[config.mk]
export PLATFORM = sky130hd
export DESIGN_NAME = imem_boot_ctrl
export DESIGN_NICKNAME = d
export VERILOG_FILES = /design/src/rtl/imem_boot_ctrl_pkg.sv /design/src/rtl/imem_boot_ctrl_word_packer.sv /design/src/rtl/imem_boot_ctrl.sv
export SDC_FILE = /design/constraint.sdc
export NUM_CORES = 1
export LEC_CHECK = 0
export BUFFER_PORTS_ARGS = -buffer_cell sky130_fd_sc_hd__buf_4
export CORE_MARGIN = 10
export CORE_UTILIZATION = 59
export CTS_CLUSTER_SIZE = 14
export DETAILED_ROUTE_END_ITERATION = 10
export MAX_ROUTING_LAYER = met4
export PLACE_DENSITY = 0.8
export SLEW_MARGIN = 30
export SYNTH_ARGS = -nofsm -noshare
export SYNTH_HDL_FRONTEND = slang
export SYNTH_HIERARCHICAL = 1
export SYNTH_SLANG_ARGS = --single-unit
[constraint.sdc]
create_clock -name clk -period 2.85 [get_ports clk]
set_input_delay 0.1425 -clock clk [delete_from_list [all_inputs] [get_ports clk]]
set_output_delay 0.1425 -clock clk [all_outputs]
set_load 0.1 [all_outputs]
[src/rtl/imem_boot_ctrl_pkg.sv]
`default_nettype none
// ============================================================================
// Module      : imem_boot_ctrl_pkg
// Description : Shared definitions for the instruction-memory boot sequencer:
//               stream/word geometry, byte-lane constants and the controller
//               state encoding. Intended to be reused by debug/loader blocks.
// Revision    : 1.0 - initial release
// ============================================================================
package imem_boot_ctrl_pkg;

  // Stream geometry: bytes in, 32-bit words out, 16-bit little-endian header.
  localparam int BYTE_W = 8;
  localparam int WORD_W = 32;
  localparam int HDR_W  = 16;

  // Byte lanes per word and the lane that completes a word.
  localparam int                LANES     = WORD_W / BYTE_W;
  localparam int                LANE_W    = 2;
  localparam logic [LANE_W-1:0] LAST_LANE = LANE_W'(LANES - 1);

  // Controller states (3-bit encoding, stable for external debug visibility).
  typedef enum logic [2:0] {
    ST_HDR_LO = 3'd0,
    ST_HDR_HI = 3'd1,
    ST_DATA   = 3'd2,
    ST_WRITE  = 3'd3,
    ST_HOLD   = 3'd4,
    ST_RUN    = 3'd5,
    ST_ERR    = 3'd6
  } boot_state_e;

  // A reload request is only meaningful once loading has finished or failed.
  function automatic logic reload_allowed(input boot_state_e s);
    return (s == ST_RUN) || (s == ST_ERR);
  endfunction

endpackage
`default_nettype wire

[src/rtl/imem_boot_ctrl_word_packer.sv]
`default_nettype none
// ============================================================================
// Module      : imem_boot_ctrl_word_packer
// Description : Assembles a 32-bit little-endian word from a byte stream.
//               The first byte of a word lands in bits [7:0].
// Revision    : 1.0 - initial release
// Ports
//   clk          in   clock, rising edge
//   rst          in   asynchronous active-low reset
//   clear_i      in   drop any partially assembled word, restart at lane 0
//   byte_valid_i in   a byte is accepted this cycle
//   byte_i       in   accepted byte
//   word_o       out  word as it stands including byte_i (valid with word_full_o)
//   word_full_o  out  byte_i completes a word this cycle
// ============================================================================
module imem_boot_ctrl_word_packer
  import imem_boot_ctrl_pkg::*;
(
  input  logic              clk,
  input  logic              rst,
  input  logic              clear_i,
  input  logic              byte_valid_i,
  input  logic [BYTE_W-1:0] byte_i,
  output logic [WORD_W-1:0] word_o,
  output logic              word_full_o
);

  logic [LANE_W-1:0]        lane_q;
  // Only the three earlier bytes need storage; the fourth arrives on byte_i
  // in the same cycle the full word is consumed.
  logic [WORD_W-BYTE_W-1:0] shift_q;

  assign word_o      = {byte_i, shift_q};
  assign word_full_o = byte_valid_i && (lane_q == LAST_LANE);

  always_ff @(posedge clk or negedge rst) begin
    if (!rst) begin
      lane_q  <= '0;
      shift_q <= '0;
    end else if (clear_i) begin
      lane_q  <= '0;
      shift_q <= '0;
    end else if (byte_valid_i) begin
      // Lane counter wraps naturally back to 0 after the last lane.
      lane_q  <= lane_q + LANE_W'(1);
      shift_q <= word_o[WORD_W-1:BYTE_W];
    end
  end

endmodule
`default_nettype wire

[src/rtl/imem_boot_ctrl.sv]
`default_nettype none
// ============================================================================
// Module      : imem_boot_ctrl
// Description : Boot sequencer for the single-cycle RISC-V core. Holds the
//               core in reset, receives a program image over a byte-serial
//               valid/ready stream (16-bit LE word count, then LE words),
//               writes it into instruction memory, waits HOLD_CYCLES, then
//               releases the core. A reload pulse in RUN or ERR restarts.
// Revision    : 1.0 - initial release
// Ports
//   clk         in   system clock, rising edge
//   rst         in   asynchronous active-low reset
//   ld_valid    in   loader byte valid
//   ld_data     in   loader byte
//   ld_ready    out  byte accepted when ld_valid & ld_ready
//   reload      in   1-cycle restart request (RUN/ERR only)
//   imem_we     out  imem write strobe, one cycle per word
//   imem_addr   out  imem byte address (holds last value outside writes)
//   imem_wdata  out  imem write data
//   core_rst_n  out  core reset, active-low
//   done        out  image loaded and core released
//   err         out  image rejected (too large); sticky until reload
// ============================================================================
module imem_boot_ctrl
  import imem_boot_ctrl_pkg::*;
#(
  parameter int ADDR_W      = 10,
  parameter int DEPTH_WORDS = 256,
  parameter int BASE_ADDR   = 0,
  parameter int HOLD_CYCLES = 4
) (
  input  logic              clk,
  input  logic              rst,
  input  logic              ld_valid,
  input  logic [BYTE_W-1:0] ld_data,
  output logic              ld_ready,
  input  logic              reload,
  output logic              imem_we,
  output logic [ADDR_W-1:0] imem_addr,
  output logic [WORD_W-1:0] imem_wdata,
  output logic              core_rst_n,
  output logic              done,
  output logic              err
);

  // Hold counter runs 0..HOLD_CYCLES-1 while in HOLD.
  localparam int                HOLD_W   = (HOLD_CYCLES > 1) ? $clog2(HOLD_CYCLES) : 1;
  localparam logic [HOLD_W-1:0] HOLD_END = HOLD_W'(HOLD_CYCLES - 1);
  localparam logic [ADDR_W-1:0] BASE_A   = ADDR_W'(BASE_ADDR);
  localparam logic [31:0]       DEPTH_U  = 32'(DEPTH_WORDS);

  boot_state_e       state_q;
  logic [HDR_W-1:0]  n_q;
  logic [HDR_W-1:0]  word_idx_q;
  logic [HOLD_W-1:0] hold_cnt_q;

  logic              ld_ready_q;
  logic              imem_we_q;
  logic [ADDR_W-1:0] imem_addr_q;
  logic [WORD_W-1:0] imem_wdata_q;
  logic              core_rst_n_q;
  logic              done_q;
  logic              err_q;

  logic              w_accept;
  logic              w_reload_go;
  logic [HDR_W-1:0]  w_hdr_n;
  logic [HDR_W-1:0]  w_word_idx_inc;
  logic [ADDR_W-1:0] addr_d;
  logic [WORD_W-1:0] w_word;
  logic              w_word_full;

  // ld_ready_q is only ever high in the byte-accepting states, so it fully
  // qualifies a transfer.
  assign w_accept       = ld_valid && ld_ready_q;
  assign w_reload_go    = reload && reload_allowed(state_q);
  assign w_hdr_n        = {ld_data, n_q[BYTE_W-1:0]};
  assign w_word_idx_inc = word_idx_q + HDR_W'(1);
  // Cannot wrap: the header check bounds word_idx below DEPTH_WORDS.
  assign addr_d         = BASE_A + ADDR_W'({word_idx_q, 2'b00});

  imem_boot_ctrl_word_packer u_packer (
    .clk          (clk),
    .rst          (rst),
    .clear_i      (w_reload_go),
    .byte_valid_i (w_accept && (state_q == ST_DATA)),
    .byte_i       (ld_data),
    .word_o       (w_word),
    .word_full_o  (w_word_full)
  );

  // Controller FSM. All outputs are registered: each output register is
  // loaded with the value belonging to the state being entered.
  always_ff @(posedge clk or negedge rst) begin
    if (!rst) begin
      state_q      <= ST_HDR_LO;
      n_q          <= '0;
      word_idx_q   <= '0;
      hold_cnt_q   <= '0;
      ld_ready_q   <= 1'b0;
      imem_we_q    <= 1'b0;
      imem_addr_q  <= BASE_A;
      imem_wdata_q <= '0;
      core_rst_n_q <= 1'b0;
      done_q       <= 1'b0;
      err_q        <= 1'b0;
    end else begin
      // Write strobe is a single-cycle pulse covering the WRITE state only.
      imem_we_q <= 1'b0;

      case (state_q)
        ST_HDR_LO: begin
          // Ready comes up one cycle after reset release.
          ld_ready_q <= 1'b1;
          if (w_accept) begin
            n_q[BYTE_W-1:0] <= ld_data;
            state_q         <= ST_HDR_HI;
          end
        end

        ST_HDR_HI: begin
          if (w_accept) begin
            n_q[HDR_W-1:BYTE_W] <= ld_data;
            if (32'(w_hdr_n) > DEPTH_U) begin
              ld_ready_q <= 1'b0;
              err_q      <= 1'b1;
              state_q    <= ST_ERR;
            end else if (w_hdr_n == '0) begin
              ld_ready_q <= 1'b0;
              hold_cnt_q <= '0;
              state_q    <= ST_HOLD;
            end else begin
              state_q <= ST_DATA;
            end
          end
        end

        ST_DATA: begin
          if (w_word_full) begin
            ld_ready_q   <= 1'b0;
            imem_we_q    <= 1'b1;
            imem_addr_q  <= addr_d;
            imem_wdata_q <= w_word;
            state_q      <= ST_WRITE;
          end
        end

        ST_WRITE: begin
          word_idx_q <= w_word_idx_inc;
          if (w_word_idx_inc == n_q) begin
            hold_cnt_q <= '0;
            state_q    <= ST_HOLD;
          end else begin
            ld_ready_q <= 1'b1;
            state_q    <= ST_DATA;
          end
        end

        ST_HOLD: begin
          if (hold_cnt_q == HOLD_END) begin
            core_rst_n_q <= 1'b1;
            done_q       <= 1'b1;
            state_q      <= ST_RUN;
          end else begin
            hold_cnt_q <= hold_cnt_q + HOLD_W'(1);
          end
        end

        ST_RUN, ST_ERR: begin
          if (w_reload_go) begin
            core_rst_n_q <= 1'b0;
            done_q       <= 1'b0;
            err_q        <= 1'b0;
            ld_ready_q   <= 1'b1;
            n_q          <= '0;
            word_idx_q   <= '0;
            hold_cnt_q   <= '0;
            state_q      <= ST_HDR_LO;
          end
        end

        default: begin
          ld_ready_q <= 1'b0;
          state_q    <= ST_HDR_LO;
        end
      endcase
    end
  end

  assign ld_ready   = ld_ready_q;
  assign imem_we    = imem_we_q;
  assign imem_addr  = imem_addr_q;
  assign imem_wdata = imem_wdata_q;
  assign core_rst_n = core_rst_n_q;
  assign done       = done_q;
  assign err        = err_q;

endmodule
`default_nettype wire

==> results.sh, run 1 <==
export IMPL_mappedNetlistArea_um2=5320
export IMPL_viasPerCell=6.00
export IMPL_rsz0062_at_grt="false"
export IMPL_layout_commonest_cell="sky130_fd_sc_hd__dfrtp_1"
export IMPL_buffer_ports_inserted=56
export IMPL_routabilityCongestion=0.902
export IMPL_clock_latency_ps=380
export IMPL_post_layout_power_w=0.00506
export IMPL_crit_path_frequent_cell="sky130_fd_sc_hd__a2111oi_4"
export IMPL_placement_rows=34
export IMPL_syn_instance_count=502
export IMPL_drc_errors=0
export IMPL_layer_carrying_the_most_global_route_usage="met2"
export IMPL_post_synthesis_mean_instance_area_um2=10.6
export IMPL_average_wire_length_per_cell_after_detail_routing_um=17.9
export IMPL_cp_end_kind="flop"
export IMPL_worst_slew_margin_rel_pct=38.3
export IMPL_drtAntennaViolNets=0
export IMPL_synthFlopType="sky130_fd_sc_hd__dfrtp_1"
export IMPL_n_fill_cell=666
export IMPL_critical_path_arrival_ps=2850
export IMPL_maxClockFrequency_mhz=383
export IMPL_share_of_flip_flops_with_an_asynchronous_set_or_reset_pct=100
export IMPL_path_cells="ha_1 > nand2_2 > or3_4 > a2111oi_4 > nand4_2 > a2111oi_4 > a41oi_1"
export IMPL_grt_overflow=0
export IMPL_initial_core_util_pct=60.7
export IMPL_highest_cell_delay_on_the_worst_timing_path_ps=500
export IMPL_worst_hold_path_num_cells=2
export IMPL_largest_net_degree_at_the_start_of_global_routing=59
export IMPL_share_of_the_yosys_chip_area_belonging_to_registers_pct=50.3
export IMPL_final_max_slew_violation_count=0
export IMPL_post_cts_repair_setup_buffers=0
export IMPL_vdd_drop_max_mv=0.442
export IMPL_critical_path_startpoint_type="flop"
export IMPL_max_cap_violations=0
export IMPL_floorplan_die_area_um2=13200
export IMPL_postRouteWirelength_um=11600
export IMPL_clkTransAtPathRegs_ps=120
export IMPL_crit_required_ps=3080
export IMPL_fraction_of_final_layout_cells_with_drive_strength_greater_than_1_pct=25.7
export IMPL_min_period_ps=2610
export IMPL_multiInputGateArea_um2=2370
export IMPL_clock_tree_root_cell="sky130_fd_sc_hd__clkbuf_8"
export IMPL_cts_buffers=9
export IMPL_number_of_antenna_violations_at_the_first_check_in_global_routing=0
export IMPL_mostFrequentLayoutCells="sky130_fd_sc_hd__dfrtp_1, sky130_fd_sc_hd__buf_4, sky130_fd_sc_hd__nand2_1"
export IMPL_drt_pass1_iter_count=5
export IMPL_finalHoldViolations=0
export IMPL_area_growth_pct=11.3
export IMPL_timing_worst_slew_pin_value_ps=919
export IMPL_timing_setup_tns_ps=0
export IMPL_io_pins=59
export IMPL_gr_usage_met3_pct=4.22
export IMPL_crit_fanout=9
export IMPL_worst_path_max_delay_cell="sky130_fd_sc_hd__dfrtp_1"
export IMPL_grt_use_total_pct=18.8
export IMPL_hold_path_class="in -> reg"
export IMPL_cts_sink_count=107
export IMPL_cts_tree="yes"
export IMPL_max_clock_path_buffers=2
export IMPL_dr_first_iter_drc_count=334
export IMPL_detailedPlacementHpwl_um=8470
export IMPL_globalRouteMet2Util_pct=29.6
export IMPL_synth_ff_latch_count=107
export IMPL_grt_pass1_vias=3993
export IMPL_finalCritPeriodShare_pct=91.7
export IMPL_antenna_cells=0
export IMPL_ys_warnings_count=6
export IMPL_critPathKind="reg -> reg"
export IMPL_gr_usage_met1_pct=23.3
export IMPL_synth_edff_count=0
export IMPL_power_per_cell_area_nw_per_um2=854
export IMPL_final_nets=554
export IMPL_run_status="finished, final reports clean"
export IMPL_grt_first_pass_wirelength_um=19700
export IMPL_cts_htree_levels=3
export IMPL_die_w_um=115
export IMPL_core_region_area_um2=8760
export IMPL_synth_lib_cells_used_distinct=59
export IMPL_die_height_um=115
export IMPL_p_leak_nw=2.76
export IMPL_timing_clock_skew_ps=16.2
export IMPL_seqCellArea_um2=2680
export IMPL_finalSetupViolCount=0
export IMPL_reg2regPathDepth=7
export IMPL_route_vias_total=3909
-- layer usage --
layer | vias to the layer above | part of all wire, %
li1 | 1829 | -
met1 | 1924 | 43
met2 | 135 | 49
met3 | 21 | 5.9
met4 | 0 | 2.0
met5 | - | 0
-- synth_stat cells, types with 3 or more instances --
| library cell | count | share of area, % |
|---|---|---|
| sky130_fd_sc_hd__o41ai_1 | 4 | 0.66 |
| sky130_fd_sc_hd__buf_4 | 13 | 1.8 |
| sky130_fd_sc_hd__mux2_2 | 40 | 8.5 |
| sky130_fd_sc_hd__nor4_1 | 5 | 0.59 |
| sky130_fd_sc_hd__a21oi_1 | 9 | 0.85 |
| sky130_fd_sc_hd__nand3_1 | 5 | 0.47 |
| sky130_fd_sc_hd__buf_2 | 11 | 1.0 |
| sky130_fd_sc_hd__o31ai_1 | 7 | 0.99 |
| sky130_fd_sc_hd__ha_1 | 3 | 0.71 |
| sky130_fd_sc_hd__clkbuf_1 | 12 | 0.85 |
| sky130_fd_sc_hd__dfrtp_1 | 107 | 50 |
| sky130_fd_sc_hd__mux2i_1 | 28 | 5.3 |
| sky130_fd_sc_hd__inv_1 | 5 | 0.35 |
| sky130_fd_sc_hd__nor2_1 | 56 | 3.9 |
| sky130_fd_sc_hd__a21o_1 | 3 | 0.42 |
| sky130_fd_sc_hd__nand4_1 | 8 | 0.94 |
| sky130_fd_sc_hd__xor2_1 | 9 | 1.5 |
| sky130_fd_sc_hd__o21ai_0 | 44 | 4.1 |
| sky130_fd_sc_hd__and4_1 | 3 | 0.49 |
| sky130_fd_sc_hd__xnor2_1 | 15 | 2.5 |
| sky130_fd_sc_hd__nand2_1 | 54 | 3.8 |
| sky130_fd_sc_hd__a31oi_1 | 6 | 0.71 |
| sky130_fd_sc_hd__nor3_1 | 4 | 0.38 |
-- sequential cells by signal, summed over array words and instances (netlist names) --
signal            cells
imem_wdata           32
state_q               3
hold_cnt_q            2
n_q                  16
u_packer/lane_q       2
word_idx_q           16
u_packer/shift_q     24
err                   1
imem_we               1
done                  1
ld_ready              1
imem_addr             8
-- logic make-up after synthesis --
group	Yosys count	synth area share [%]
and+or+nand+nor	156	13.8
DFF	107	50.3
AOI/OAI and AO/OA	95	12.0
muxes	68	13.7
buffers and inverters	48	5.48
xor gates and xnor gates	24	3.95
adders and majority gates	3	0.705
other	1	0.0705
-- where the power goes --
part           total (W)  internal [W]  switching (W)
clock           0.000915      0.000348       0.000567
sequential       0.00217       0.00185       0.000328
combinational    0.00197      0.000712        0.00126
total            0.00506       0.00291        0.00215
-- what timing repair did --
action                    4_1_cts  5_1_grt
hold buffers                    1        0
hold endpoints to repair       56        0
resized for setup               0        0
-- path summary, 6_finish.rpt --
kind	start	slack [ps]	end
min reg2reg	n_q[13]	510	n_q[13]
max in group asynchronous	rst	1590	u_packer/shift_q[8]
max reg2reg	word_idx_q[0]	240	state_q[1]
min in group asynchronous	rst	360	word_idx_q[3]
min	ld_data[4]	30	imem_wdata[28]
max	word_idx_q[0]	240	state_q[1]
-- worst max-delay path: cells and delay by family, from the launching register on --
family	cells	cell delay, ps
AO/OA/AOI/OAI	3	900
AND/OR/NAND/NOR	3	710
flip-flops	1	500
adder cells (fa/ha/maj)	1	350
-- metrics by stage --
step                      utilization (%)  worst slack (ps)  hold slack [ps]  instances  instance area, um2
after global routing                 67.6               105             23.2        652                5920
final                                67.6               237             25.5        652                5920
after CTS                            67.5               239             13.5        652                5920
after global placement               65.2               362              237        635                5720
after detailed placement             65.2               261              247        635                5720
after floorplan                         -               204             -153        503                5330
-- layout make-up --
class,instances,area share [%]
flip-flops and latches,107,45.2
multi-input cells,348,40.1
repair buffers,68,8.87
well taps,108,2.28
clock buffers,10,2.16
clock inverters,6,1.06
inverters,5,0.317
No activity file was read; power rests on OpenSTA's default activity.
==> inputs of run 2 (changes only) <==
--- a/config.mk
+++ b/config.mk
@@ -12,6 +12,7 @@
 export DETAILED_ROUTE_END_ITERATION = 10
 export MAX_ROUTING_LAYER = met4
 export PLACE_DENSITY = 0.8
+export REMOVE_ABC_BUFFERS = 1
 export SLEW_MARGIN = 30
 export SYNTH_ARGS = -nofsm -noshare
 export SYNTH_HDL_FRONTEND = slang
==> run 2 against run 1 <==
Global-route usage decreased by 0.74 points. Setup slack improved by 17 ps. Die area unchanged. Register-to-register slack improved by 20 ps. Power increased by 1.1%. Clock power increased by 6.7%. Cell area increased by 0.68%.
==> results.sh, run 2 (same netlist as run 1, synthesis figures left out) <==
export IMPL_p_leak_nw=2.78
export IMPL_average_wire_length_per_cell_after_detail_routing_um=17.2
export IMPL_rsz0062_at_grt="false"
export IMPL_core_region_area_um2=8760
export IMPL_antenna_cells=0
export IMPL_max_cap_violations=0
export IMPL_largest_reg_flops=32
export IMPL_postLayoutCoreUtil_pct=68.0
export IMPL_fin_worst_hold_slack_ps=31.6
export IMPL_viasPerCell=5.86
export IMPL_clock_latency_ps=380
export IMPL_grt_first_pass_wirelength_um=18900
export IMPL_area_growth_pct=12.0
export IMPL_drc_errors=0
export IMPL_postRouteWirelength_um=11200
export IMPL_postLayoutCellArea_um2=5960
export IMPL_clkTransAtPathRegs_ps=110
export IMPL_crit_fanout=9
export IMPL_final_worst_setup_slack_ps=254
export IMPL_largest_net_degree_at_the_start_of_global_routing=47
export IMPL_dp_worst_setup_slack_ps=283
export IMPL_final_nets=555
export IMPL_number_of_antenna_violations_at_the_first_check_in_global_routing=0
export IMPL_crit_required_ps=3070
export IMPL_hold_path_class="in -> reg"
export IMPL_switching_power_w=0.00213
export IMPL_detailed_place_area_um2=5740
export IMPL_clock_tree_root_cell="sky130_fd_sc_hd__clkbuf_8"
export IMPL_dr_first_iter_drc_count=232
export IMPL_critPathKind="reg -> reg"
export IMPL_grt_pass1_vias=3787
export IMPL_final_max_slew_violation_count=0
export IMPL_vdd_drop_max_mv=0.467
export IMPL_cts_htree_levels=3
export IMPL_timing_clock_skew_ps=21.3
export IMPL_timing_setup_tns_ps=0
export IMPL_drt_pass1_iter_count=4
export IMPL_die_height_um=115
export IMPL_cts_tree="yes"
export IMPL_n_fill_cell=656
export IMPL_clkPwrFrac_pct=19.1
export IMPL_cts_buffers=9
export IMPL_routabilityCongestion=0.913
export IMPL_critical_path_arrival_ps=2820
export IMPL_detailedPlacementHpwl_um=7990
export IMPL_initial_core_util_pct=60.7
export IMPL_run_status="finished, final reports clean"
export IMPL_post_cts_repair_setup_buffers=0
export IMPL_timing_worst_slew_pin_value_ps=939
export IMPL_layout_commonest_cell="sky130_fd_sc_hd__dfrtp_1"
export IMPL_buffer_ports_inserted=56
export IMPL_max_clock_path_buffers=2
export IMPL_cp_end_kind="flop"
export IMPL_p_int_w=0.00299
export IMPL_min_period_ps=2600
export IMPL_hold_buffers=1
export IMPL_cts_sink_count=107
export IMPL_finalHoldViolations=0
export IMPL_grt_use_total_pct=18.1
export IMPL_reg2reg_slack_ps=250
export IMPL_finalCritPeriodShare_pct=91.1
export IMPL_floorplan_die_area_um2=13200
export IMPL_drtAntennaViolNets=0
export IMPL_placement_rows=34
export IMPL_share_seq_of_total_power_pct=42.0
export IMPL_worst_slew_margin_rel_pct=37.0
export IMPL_power_per_cell_area_nw_per_um2=858
export IMPL_fraction_of_final_layout_cells_with_drive_strength_greater_than_1_pct=25.7
export IMPL_die_w_um=115
export IMPL_finalSetupViolCount=0
export IMPL_grt_overflow=0
export IMPL_combPwrFrac_pct=38.9
export IMPL_route_vias_total=3827
export IMPL_mostFrequentLayoutCells="sky130_fd_sc_hd__dfrtp_1, sky130_fd_sc_hd__buf_4, sky130_fd_sc_hd__nand2_1"
export IMPL_power_share_switching_pct=41.6
export IMPL_critical_path_startpoint_type="flop"
export IMPL_maxClockFrequency_mhz=385
export IMPL_io_pins=59
export IMPL_cts_repair_resize_count=0
run 2: cell count changes in the layout (fill, tap and decap cells not counted), sizes merged:
cell,delta
buf,+1
bufinv,+1
inv,-1
run 2: layout make-up:
type,count,area (um2),share of cell area (%)
clock buffers,10,128,2.14
clock inverters,6,78.8,1.32
multi-input cells,348,2380,39.9
inverters,5,18.8,0.315
repair buffers,69,546,9.15
flip-flops and latches,107,2680,44.9
well taps,108,135,2.27
run 2: power by group through the flow:
stage | registers [W] | logic, W | clock network (W)
global route | 0.00219 | 0.00220 | 0.00107
floorplan | 0.00238 | 0.00120 | 0
global placement | 0.00216 | 0.00192 | 0
finish | 0.00215 | 0.00199 | 0.000976
CTS | 0.00215 | 0.00198 | 0.00100
detailed placement | 0.00217 | 0.00198 | 0
run 2: path summary, 6_finish.rpt:
| kind | start | to | cells after the start |
|---|---|---|---|
| max | word_idx_q[0] | state_q[1] | 7 |
| min | ld_data[2] | imem_wdata[26] | 2 |
| max reg2reg | word_idx_q[0] | state_q[1] | 7 |
| min reg2reg | imem_addr[7] | imem_addr[7] | 1 |
| max in group asynchronous | rst | imem_wdata[6] | 3 |
| min in group asynchronous | rst | imem_we | 2 |
run 2: layer usage:
metal | share of wire [%] | global-route usage, % | vias up
met2 | 48 | 27.9 | 83
met1 | 46 | 22.7 | 1898
met3 | 5.1 | 5.89 | 6
met4 | 1.0 | 4.29 | 0
li1 | - | - | 1840
met5 | 0 | - | -
run 2: worst max-delay path: stages (launching register included):
cell                        delay (ps)
sky130_fd_sc_hd__dfrtp_1           510
sky130_fd_sc_hd__ha_1              340
sky130_fd_sc_hd__nand2_2           140
sky130_fd_sc_hd__or3_4             400
sky130_fd_sc_hd__a2111oi_4         390
sky130_fd_sc_hd__nand4_2           170
sky130_fd_sc_hd__a2111oi_4         320
sky130_fd_sc_hd__a41oi_1           170
run 2: per-stage QoR:
stage,total power (W),std cells
2_1_floorplan,0.00359,460
3_3_place_gp,0.00408,636
3_5_place_dp,0.00415,636
4_1_cts,0.00513,653
5_1_grt,0.00546,653
6_report,0.00512,653
